`config.mk`:
```
export PLATFORM = sky130hd
export DESIGN_NAME = vreg_file
export DESIGN_NICKNAME = d
export VERILOG_FILES = /design/src/rtl/vreg_pkg.sv /design/src/rtl/vreg_scoreboard.sv /design/src/rtl/vreg_file.sv
export SDC_FILE = /design/constraint.sdc
export NUM_CORES = 2
export LEC_CHECK = 0
export CORE_MARGIN = 2
export CORE_UTILIZATION = 45
export CTS_CLUSTER_SIZE = 10
export DETAILED_ROUTE_END_ITERATION = 16
export SKIP_LAST_GASP = 1
export SLEW_MARGIN = 20
export SYNTH_ARGS = -nofsm -noshare
export SYNTH_HDL_FRONTEND = slang
export SYNTH_SLANG_ARGS = --single-unit
export TNS_END_PERCENT = 100
```
`constraint.sdc`:
```
create_clock -name clk -period 6.4 [get_ports clk]
set_input_delay 1.28 -clock clk [delete_from_list [all_inputs] [get_ports clk]]
set_output_delay 1.28 -clock clk [all_outputs]
set_load 0.02 [all_outputs]
```
`src/rtl/vreg_pkg.sv`:
```
`default_nettype none
// ============================================================================
// Module   : vreg_pkg
// Brief    : Shared encodings and helpers for the vreg_file register file.
// Revision : 1.0
// ============================================================================
package vreg_pkg;

    localparam logic [2:0] CS_REQUEST = 3'b011;
    localparam logic [2:0] CS_UPDATE  = 3'b110;

    typedef enum logic [1:0] {
        MUX_ARITH  = 2'd0,
        MUX_MEMORY = 2'd1,
        MUX_CONST  = 2'd2
    } reg_mux_e;

    // One lane at the default width; also the width of the id inputs.
    typedef logic [7:0] lane_t;

    function automatic logic addr_writable(input int addr, input int num_w);
        return addr < num_w;
    endfunction

endpackage
`default_nettype wire

```
`src/rtl/vreg_scoreboard.sv`:
```
`default_nettype none
// ============================================================================
// Module   : vreg_scoreboard
// Brief    : Pending-load bits for the scalar and vector banks, with lookup.
// Revision : 1.0
// ============================================================================
module vreg_scoreboard
    import vreg_pkg::*;
#(
    parameter int NUM_W     = 13,
    parameter int ADDR_BITS = 4
) (
    input  logic                 clk,
    input  logic                 reset,
    input  logic                 set_en,
    input  logic                 set_vec,
    input  logic [ADDR_BITS-1:0] set_addr,
    input  logic                 clr_en,
    input  logic                 clr_vec,
    input  logic [ADDR_BITS-1:0] clr_addr,
    input  logic                 look_vec,
    input  logic [ADDR_BITS-1:0] rs_addr,
    input  logic [ADDR_BITS-1:0] rt_addr,
    input  logic [ADDR_BITS-1:0] rd_addr,
    output logic                 rs_pend,
    output logic                 rt_pend,
    output logic                 rd_pend
);

    logic [NUM_W-1:0] pend_s_q, pend_s_d;
    logic [NUM_W-1:0] pend_v_q, pend_v_d;

    // Clear before set: a same-cycle writeback and new load leave the bit set.
    always_comb begin
        pend_s_d = pend_s_q;
        pend_v_d = pend_v_q;
        if (clr_en && addr_writable(int'(clr_addr), NUM_W)) begin
            if (clr_vec) pend_v_d[clr_addr] = 1'b0;
            else         pend_s_d[clr_addr] = 1'b0;
        end
        if (set_en && addr_writable(int'(set_addr), NUM_W)) begin
            if (set_vec) pend_v_d[set_addr] = 1'b1;
            else         pend_s_d[set_addr] = 1'b1;
        end
    end

    always_comb begin
        rs_pend = 1'b0;
        rt_pend = 1'b0;
        rd_pend = 1'b0;
        if (addr_writable(int'(rs_addr), NUM_W))
            rs_pend = look_vec ? pend_v_q[rs_addr] : pend_s_q[rs_addr];
        if (addr_writable(int'(rt_addr), NUM_W))
            rt_pend = look_vec ? pend_v_q[rt_addr] : pend_s_q[rt_addr];
        if (addr_writable(int'(rd_addr), NUM_W))
            rd_pend = look_vec ? pend_v_q[rd_addr] : pend_s_q[rd_addr];
    end

    always_ff @(posedge clk) begin
        if (reset) begin
            pend_s_q <= '0;
            pend_v_q <= '0;
        end else begin
            pend_s_q <= pend_s_d;
            pend_v_q <= pend_v_d;
        end
    end

endmodule
`default_nettype wire

```
`src/rtl/vreg_file.sv`:
```
`default_nettype none
// ============================================================================
// Module   : vreg_file
// Brief    : Scalar + vector register file with pending-load scoreboard.
//            Optional writeback forwarding when VREG_BYPASS_EN is defined.
// Revision : 1.0
// ============================================================================
module vreg_file
    import vreg_pkg::*;
#(
    parameter int DATA_BITS   = 8,
    parameter int VECTOR_SIZE = 4,
    parameter int NUM_REGS    = 16,
    parameter int NUM_RO      = 3,
    parameter int ADDR_BITS   = $clog2(NUM_REGS)
) (
    input  logic                             clk,
    input  logic                             reset,
    input  logic                             enable,
    input  lane_t                            core_id,
    input  lane_t                            engine_id,
    input  lane_t                            task_id,
    input  logic [2:0]                       core_state,
    input  logic [ADDR_BITS-1:0]             rd_addr,
    input  logic [ADDR_BITS-1:0]             rs_addr,
    input  logic [ADDR_BITS-1:0]             rt_addr,
    input  logic                             reg_write_enable,
    input  logic [1:0]                       reg_input_mux,
    input  logic                             vector_mux,
    input  logic [DATA_BITS-1:0]             immediate,
    input  logic [VECTOR_SIZE-1:0]           lane_mask,
    input  logic [DATA_BITS-1:0]             alu_out,
    input  logic [VECTOR_SIZE*DATA_BITS-1:0] v_alu_out,
    input  logic                             lsu_wb_valid,
    output logic                             lsu_wb_ready,
    input  logic                             lsu_wb_vector,
    input  logic [ADDR_BITS-1:0]             lsu_wb_addr,
    input  logic [VECTOR_SIZE*DATA_BITS-1:0] lsu_wb_data,
    output logic [DATA_BITS-1:0]             rs,
    output logic [DATA_BITS-1:0]             rt,
    output logic [VECTOR_SIZE*DATA_BITS-1:0] v_rs,
    output logic [VECTOR_SIZE*DATA_BITS-1:0] v_rt,
    output logic                             operands_valid,
    output logic                             hazard
);

    localparam int VW    = VECTOR_SIZE * DATA_BITS;
    localparam int NUM_W = NUM_REGS - NUM_RO;

    logic [DATA_BITS-1:0] sregs_q [NUM_REGS];
    logic [DATA_BITS-1:0] sregs_d [NUM_REGS];
    logic [DATA_BITS-1:0] ro_init [NUM_REGS];
    logic [VW-1:0]        vregs_q [NUM_W];
    logic [VW-1:0]        vregs_d [NUM_W];

    logic [DATA_BITS-1:0] rs_q, rs_d, rt_q, rt_d;
    logic [VW-1:0]        v_rs_q, v_rs_d, v_rt_q, v_rt_d;
    logic                 operands_valid_q, operands_valid_d;

    logic is_req, is_upd, core_wr_s, core_wr_v, mem_set, wb_fire, wb_ok;
    logic rs_pend, rt_pend, rd_pend, fwd_rs, fwd_rt;
    logic [DATA_BITS-1:0] s_rs_rd, s_rt_rd;
    logic [VW-1:0]        v_rs_rd, v_rt_rd;

    assign is_req    = enable && (core_state == CS_REQUEST);
    assign is_upd    = enable && (core_state == CS_UPDATE) && reg_write_enable
                       && addr_writable(int'(rd_addr), NUM_W);
    assign core_wr_s = is_upd && !vector_mux
                       && (reg_input_mux == MUX_ARITH || reg_input_mux == MUX_CONST);
    assign core_wr_v = is_upd && vector_mux && (reg_input_mux == MUX_ARITH);
    assign mem_set   = is_upd && (reg_input_mux == MUX_MEMORY);

    // The core's data write owns the bank's write port this cycle.
    assign lsu_wb_ready = lsu_wb_vector ? !core_wr_v : !core_wr_s;
    assign wb_fire      = lsu_wb_valid && lsu_wb_ready;
    assign wb_ok        = wb_fire && addr_writable(int'(lsu_wb_addr), NUM_W);

    vreg_scoreboard #(
        .NUM_W     (NUM_W),
        .ADDR_BITS (ADDR_BITS)
    ) u_scoreboard (
        .clk      (clk),
        .reset    (reset),
        .set_en   (mem_set),
        .set_vec  (vector_mux),
        .set_addr (rd_addr),
        .clr_en   (wb_fire),
        .clr_vec  (lsu_wb_vector),
        .clr_addr (lsu_wb_addr),
        .look_vec (vector_mux),
        .rs_addr  (rs_addr),
        .rt_addr  (rt_addr),
        .rd_addr  (rd_addr),
        .rs_pend  (rs_pend),
        .rt_pend  (rt_pend),
        .rd_pend  (rd_pend)
    );

`ifdef VREG_BYPASS_EN
    assign fwd_rs = wb_ok && (lsu_wb_vector == vector_mux) && (lsu_wb_addr == rs_addr);
    assign fwd_rt = wb_ok && (lsu_wb_vector == vector_mux) && (lsu_wb_addr == rt_addr);
`else
    assign fwd_rs = 1'b0;
    assign fwd_rt = 1'b0;
`endif

    assign hazard = is_req && ((rs_pend && !fwd_rs) || (rt_pend && !fwd_rt)
                               || (reg_write_enable && rd_pend));

    always_comb begin
        s_rs_rd = sregs_q[rs_addr];
        s_rt_rd = sregs_q[rt_addr];
        v_rs_rd = '0;
        v_rt_rd = '0;
        if (addr_writable(int'(rs_addr), NUM_W)) v_rs_rd = vregs_q[rs_addr];
        if (addr_writable(int'(rt_addr), NUM_W)) v_rt_rd = vregs_q[rt_addr];
        if (fwd_rs) begin
            s_rs_rd = lsu_wb_data[DATA_BITS-1:0];
            v_rs_rd = lsu_wb_data;
        end
        if (fwd_rt) begin
            s_rt_rd = lsu_wb_data[DATA_BITS-1:0];
            v_rt_rd = lsu_wb_data;
        end
    end

    always_comb begin
        rs_d             = rs_q;
        rt_d             = rt_q;
        v_rs_d           = v_rs_q;
        v_rt_d           = v_rt_q;
        operands_valid_d = 1'b0;
        if (is_req && !hazard) begin
            operands_valid_d = 1'b1;
            if (vector_mux) begin
                v_rs_d = v_rs_rd;
                v_rt_d = v_rt_rd;
            end else begin
                rs_d = s_rs_rd;
                rt_d = s_rt_rd;
            end
        end
    end

    always_comb begin
        sregs_d = sregs_q;
        vregs_d = vregs_q;
        if (wb_ok) begin
            if (lsu_wb_vector) vregs_d[lsu_wb_addr] = lsu_wb_data;
            else               sregs_d[lsu_wb_addr] = lsu_wb_data[DATA_BITS-1:0];
        end
        if (core_wr_s)
            sregs_d[rd_addr] = (reg_input_mux == MUX_CONST) ? immediate : alu_out;
        if (core_wr_v) begin
            for (int l = 0; l < VECTOR_SIZE; l++) begin
                if (lane_mask[l])
                    vregs_d[rd_addr][l*DATA_BITS +: DATA_BITS] = v_alu_out[l*DATA_BITS +: DATA_BITS];
            end
        end
    end

    // Read-only registers sit at the top of the scalar bank.
    always_comb begin
        for (int i = 0; i < NUM_REGS; i++) begin
            if (i == NUM_W)          ro_init[i] = DATA_BITS'(core_id);
            else if (i == NUM_W + 1) ro_init[i] = DATA_BITS'(engine_id);
            else if (i == NUM_W + 2) ro_init[i] = DATA_BITS'(task_id);
            else                     ro_init[i] = '0;
        end
    end

    always_ff @(posedge clk) begin
        if (reset) begin
            for (int i = 0; i < NUM_REGS; i++) sregs_q[i] <= ro_init[i];
            for (int i = 0; i < NUM_W; i++)    vregs_q[i] <= '0;
            rs_q             <= '0;
            rt_q             <= '0;
            v_rs_q           <= '0;
            v_rt_q           <= '0;
            operands_valid_q <= 1'b0;
        end else begin
            sregs_q          <= sregs_d;
            vregs_q          <= vregs_d;
            rs_q             <= rs_d;
            rt_q             <= rt_d;
            v_rs_q           <= v_rs_d;
            v_rt_q           <= v_rt_d;
            operands_valid_q <= operands_valid_d;
        end
    end

    assign rs             = rs_q;
    assign rt             = rt_q;
    assign v_rs           = v_rs_q;
    assign v_rt           = v_rt_q;
    assign operands_valid = operands_valid_q;

endmodule
`default_nettype wire

```
==> reports/results.ini <==
[clock_network]
cts_sinks=651
cts_setup_buffers=0
hold_buffers=0
ctsResizeCount=0
clockBufferDepth=3
path_clk_slew_ns=0.05
cts_tree=built
clock-root-buffer=clkbuf_16
ctsHtreeMaxLevel=3
clk-insertion-delay-late_ns=0.64
cts_inserted_buffers=78

[drt]
vias_per_cell=7.057
wire_per_inst_um=29.18
drc=0
drt_wl_total_um=155100
ant_nets=0
initialDrtViolationCount=5081
dr.pass1.iters=6
vias=37516

[yosys]
ys_ff_latch=651
ys_seq_area_frac=0.3466
synth-xor-area-share=0
synthFlopType=dfxtp_1
synth_edf_count=0
synth_top_area_cell=dfxtp_1
synth.top_cell.area_share=0.3466
synth_cell_types=59
synth.area.mux_share=0.1833
synth-simple-area-share=0.2219
syn_area_per_cell_um2=8.645
yosysWarnings=0
synth_area_um2=37610
synthAdderAreaFrac=0
async_flop_share=0
synthesis.nets=4486
yosys-top-cells-area=dfxtp_1, mux4_2, a311oi_1, nand3_1, nand2_1
postSynthCellCount=4350
synth_compound_area_frac=0.1874
synth_top_family_by_area=simple AND/OR/NAND/NOR gates

[timing]
final-setup-viol-count=0
worst_pin_slew_ns=1.180
slew_headroom=0.2089
drv_slew=0
fmax_mhz=176.7
finalSetupTns_ns=0
post-route-period-util=0.8842
rsz0062_at_grt=false
layout_setup_ws_ns=0.7408
fin_skew_ns=0.02008
finalHoldViolCount=0
min_period_ns=5.659

[pwr]
p_leak_nw=12.95
peakVddDrop_uv=175.4
power_density_nw_per_um2=221.3

[final_layout]
diodes=0
synthToLayoutAreaGrowth_pct=11.81
fill_cells=7710
drive_gt1_frac=0.1301
nNetsFinal=4336
post-route-util=0.5057

[flow_run]
maxCapViolations=0

[critical_path]
worstSetupPathType=in -> out
crit_required_ns=5.12
endpoint_kind=output port
startpoint_type=input port
cp.arrival_ns=4.38
worstPathMaxFanout=14

[global_routing]
use_met1=0.4717
grt_busiest_layer=met2
antenna_found_initial=2
grt-ovfl-total=0
grt_pass1_vias=35471
grt_pass1_wl_um=230900
grt_util_met2=0.5300
grtUsageTotal=0.3513
grt_max_degree=149
grtUsageMet3=0.09463

[die]
start_util=0.4522
dieWidth_um=293.1
dieArea_um2=85900
rows=106
io_pins=219
die_h_um=293.1
core_um2=83160

[placed_design]
dp_hpwl_um=91670
pre_cts_ws_ns=0.8422
place.gp.congestion=0.9173
port_buffers=218

[hold_path]
hold_class=reg -> reg

[run_status]
status=complete, no violations

==> cells by family after synthesis <==
logic type,after synthesis
AO/OA/AOI/OAI,892
buffers and inverters,542
flip-flops,651
multiplexers,329
AND/OR/NAND/NOR,1936
==> flip-flops by register name, indices dropped and copies added (netlist names) <==
| name | flops |
|---|---|
| operands_valid | 1 |
| rs | 8 |
| rt | 8 |
| sregs_q | 128 |
| u_scoreboard.pend_s_q | 13 |
| u_scoreboard.pend_v_q | 13 |
| v_rs | 32 |
| v_rt | 32 |
| vregs_q | 416 |
==> per-layer routing <==
metal	vias up	routed length, um
met5	-	27
met4	4	7082
met3	450	18640
met2	2546	68610
met1	18447	60740
li1	16069	-
==> final timing paths <==
check                                                from  endpoint  slack [ns]  cells after the start
worst min register to register                   v_rt[15]  v_rt[15]        0.47                      2
worst min-delay path                             v_rt[15]  v_rt[15]        0.47                      2
worst max register to register  u_scoreboard.pend_v_q[11]  v_rs[31]        3.13                      7
worst max-delay path                           rd_addr[3]    hazard        0.74                      8
==> final cells by class <==
| type | instances | area [um^2] | area share |
|---|---|---|---|
| Sequential cell | 651 | 13030 | 0.3099 |
| Timing Repair Buffer | 304 | 2938 | 0.06987 |
| Multi-Input combinational cell | 3157 | 22460 | 0.5340 |
| Inverter | 8 | 32.53 | 0.0007736 |
| Tap cell | 1080 | 1351 | 0.03214 |
| Clock buffer | 111 | 2200 | 0.05231 |
| Clock inverter | 5 | 40.04 | 0.0009522 |
==> Yosys cell counts, types with 2 or more instances <==
| library cell | count |
|---|---|
| nand2b_1 | 9 |
| o21ai_1 | 12 |
| a311oi_1 | 489 |
| clkbuf_1 | 339 |
| nor2b_1 | 40 |
| a211oi_1 | 97 |
| nor2_1 | 565 |
| mux4_2 | 284 |
| a22oi_1 | 92 |
| nand2_4 | 4 |
| a2111oi_0 | 2 |
| nand3_1 | 575 |
| inv_1 | 6 |
| a21oi_1 | 50 |
| and2_0 | 2 |
| a32oi_1 | 2 |
| and2_1 | 34 |
| dfxtp_1 | 651 |
| nand2_1 | 675 |
| mux2_2 | 37 |
| mux2i_1 | 8 |
| a31oi_1 | 31 |
| nor3_1 | 13 |
| o211a_1 | 3 |
| buf_2 | 92 |
| nand4b_1 | 3 |
| buf_1 | 79 |
| buf_6 | 14 |
| buf_4 | 10 |
| o21ai_0 | 68 |
| a221oi_1 | 32 |
| and3_1 | 5 |
==> placed cells by master, fill, tap and decap left out, types with 3 or more instances in the layout <==
cell / count
a31oi_1: 31
clkbuf_8: 8
buf_4: 78
and3_1: 5
and2_1: 34
nand4b_1: 3
a311oi_1: 489
a21oi_1: 50
mux4_2: 284
clkbuf_1: 24
a22oi_1: 92
mux2i_1: 8
o21ai_1: 12
mux2_2: 37
buf_12: 9
nand2b_1: 9
nor2b_1: 40
nor2_1: 560
a211oi_1: 96
nor2_4: 4
buf_2: 3
dfxtp_1: 651
nor3_2: 7
nor3_1: 6
nand3_1: 575
nand2_2: 7
clkbuf_16: 81
o21ai_0: 68
inv_6: 4
inv_1: 4
clkinv_2: 3
a221oi_1: 32
nand2_1: 667
clkdlybuf4s50_1: 209
nand2_4: 6
==> per-stage QoR <==
step	instance area [um^2]	hold WS (ns)	std cells	total power, W
2_1_floorplan	37610	0.4614	4350	0.004782
3_5_place_dp	39800	0.4686	5200	0.005198
4_1_cts	42040	0.4760	5316	0.009291
5_1_grt	42050	0.4912	5316	0.009518
3_3_place_gp	39790	0.4635	5200	0.005194
6_report	42050	0.4732	5316	0.009305
==> where the power goes <==
group	total (W)	switching [W]	internal [W]	leakage (nW)
Combinational	0.00101	0.000709	0.000304	6.60
Sequential	0.00413	0.0000338	0.00410	5.26
Clock	0.00416	0.00180	0.00236	1.09
==> worst max-delay path: stages <==
cell	delay, ns
clkdlybuf4s50_1	0.91
nor4bb_2	0.32
buf_4	0.23
a21oi_1	0.08
and4_1	0.29
o32a_1	0.34
a21oi_1	0.26
clkdlybuf4s50_1	0.66
No activity file was read; power rests on OpenSTA's default activity.
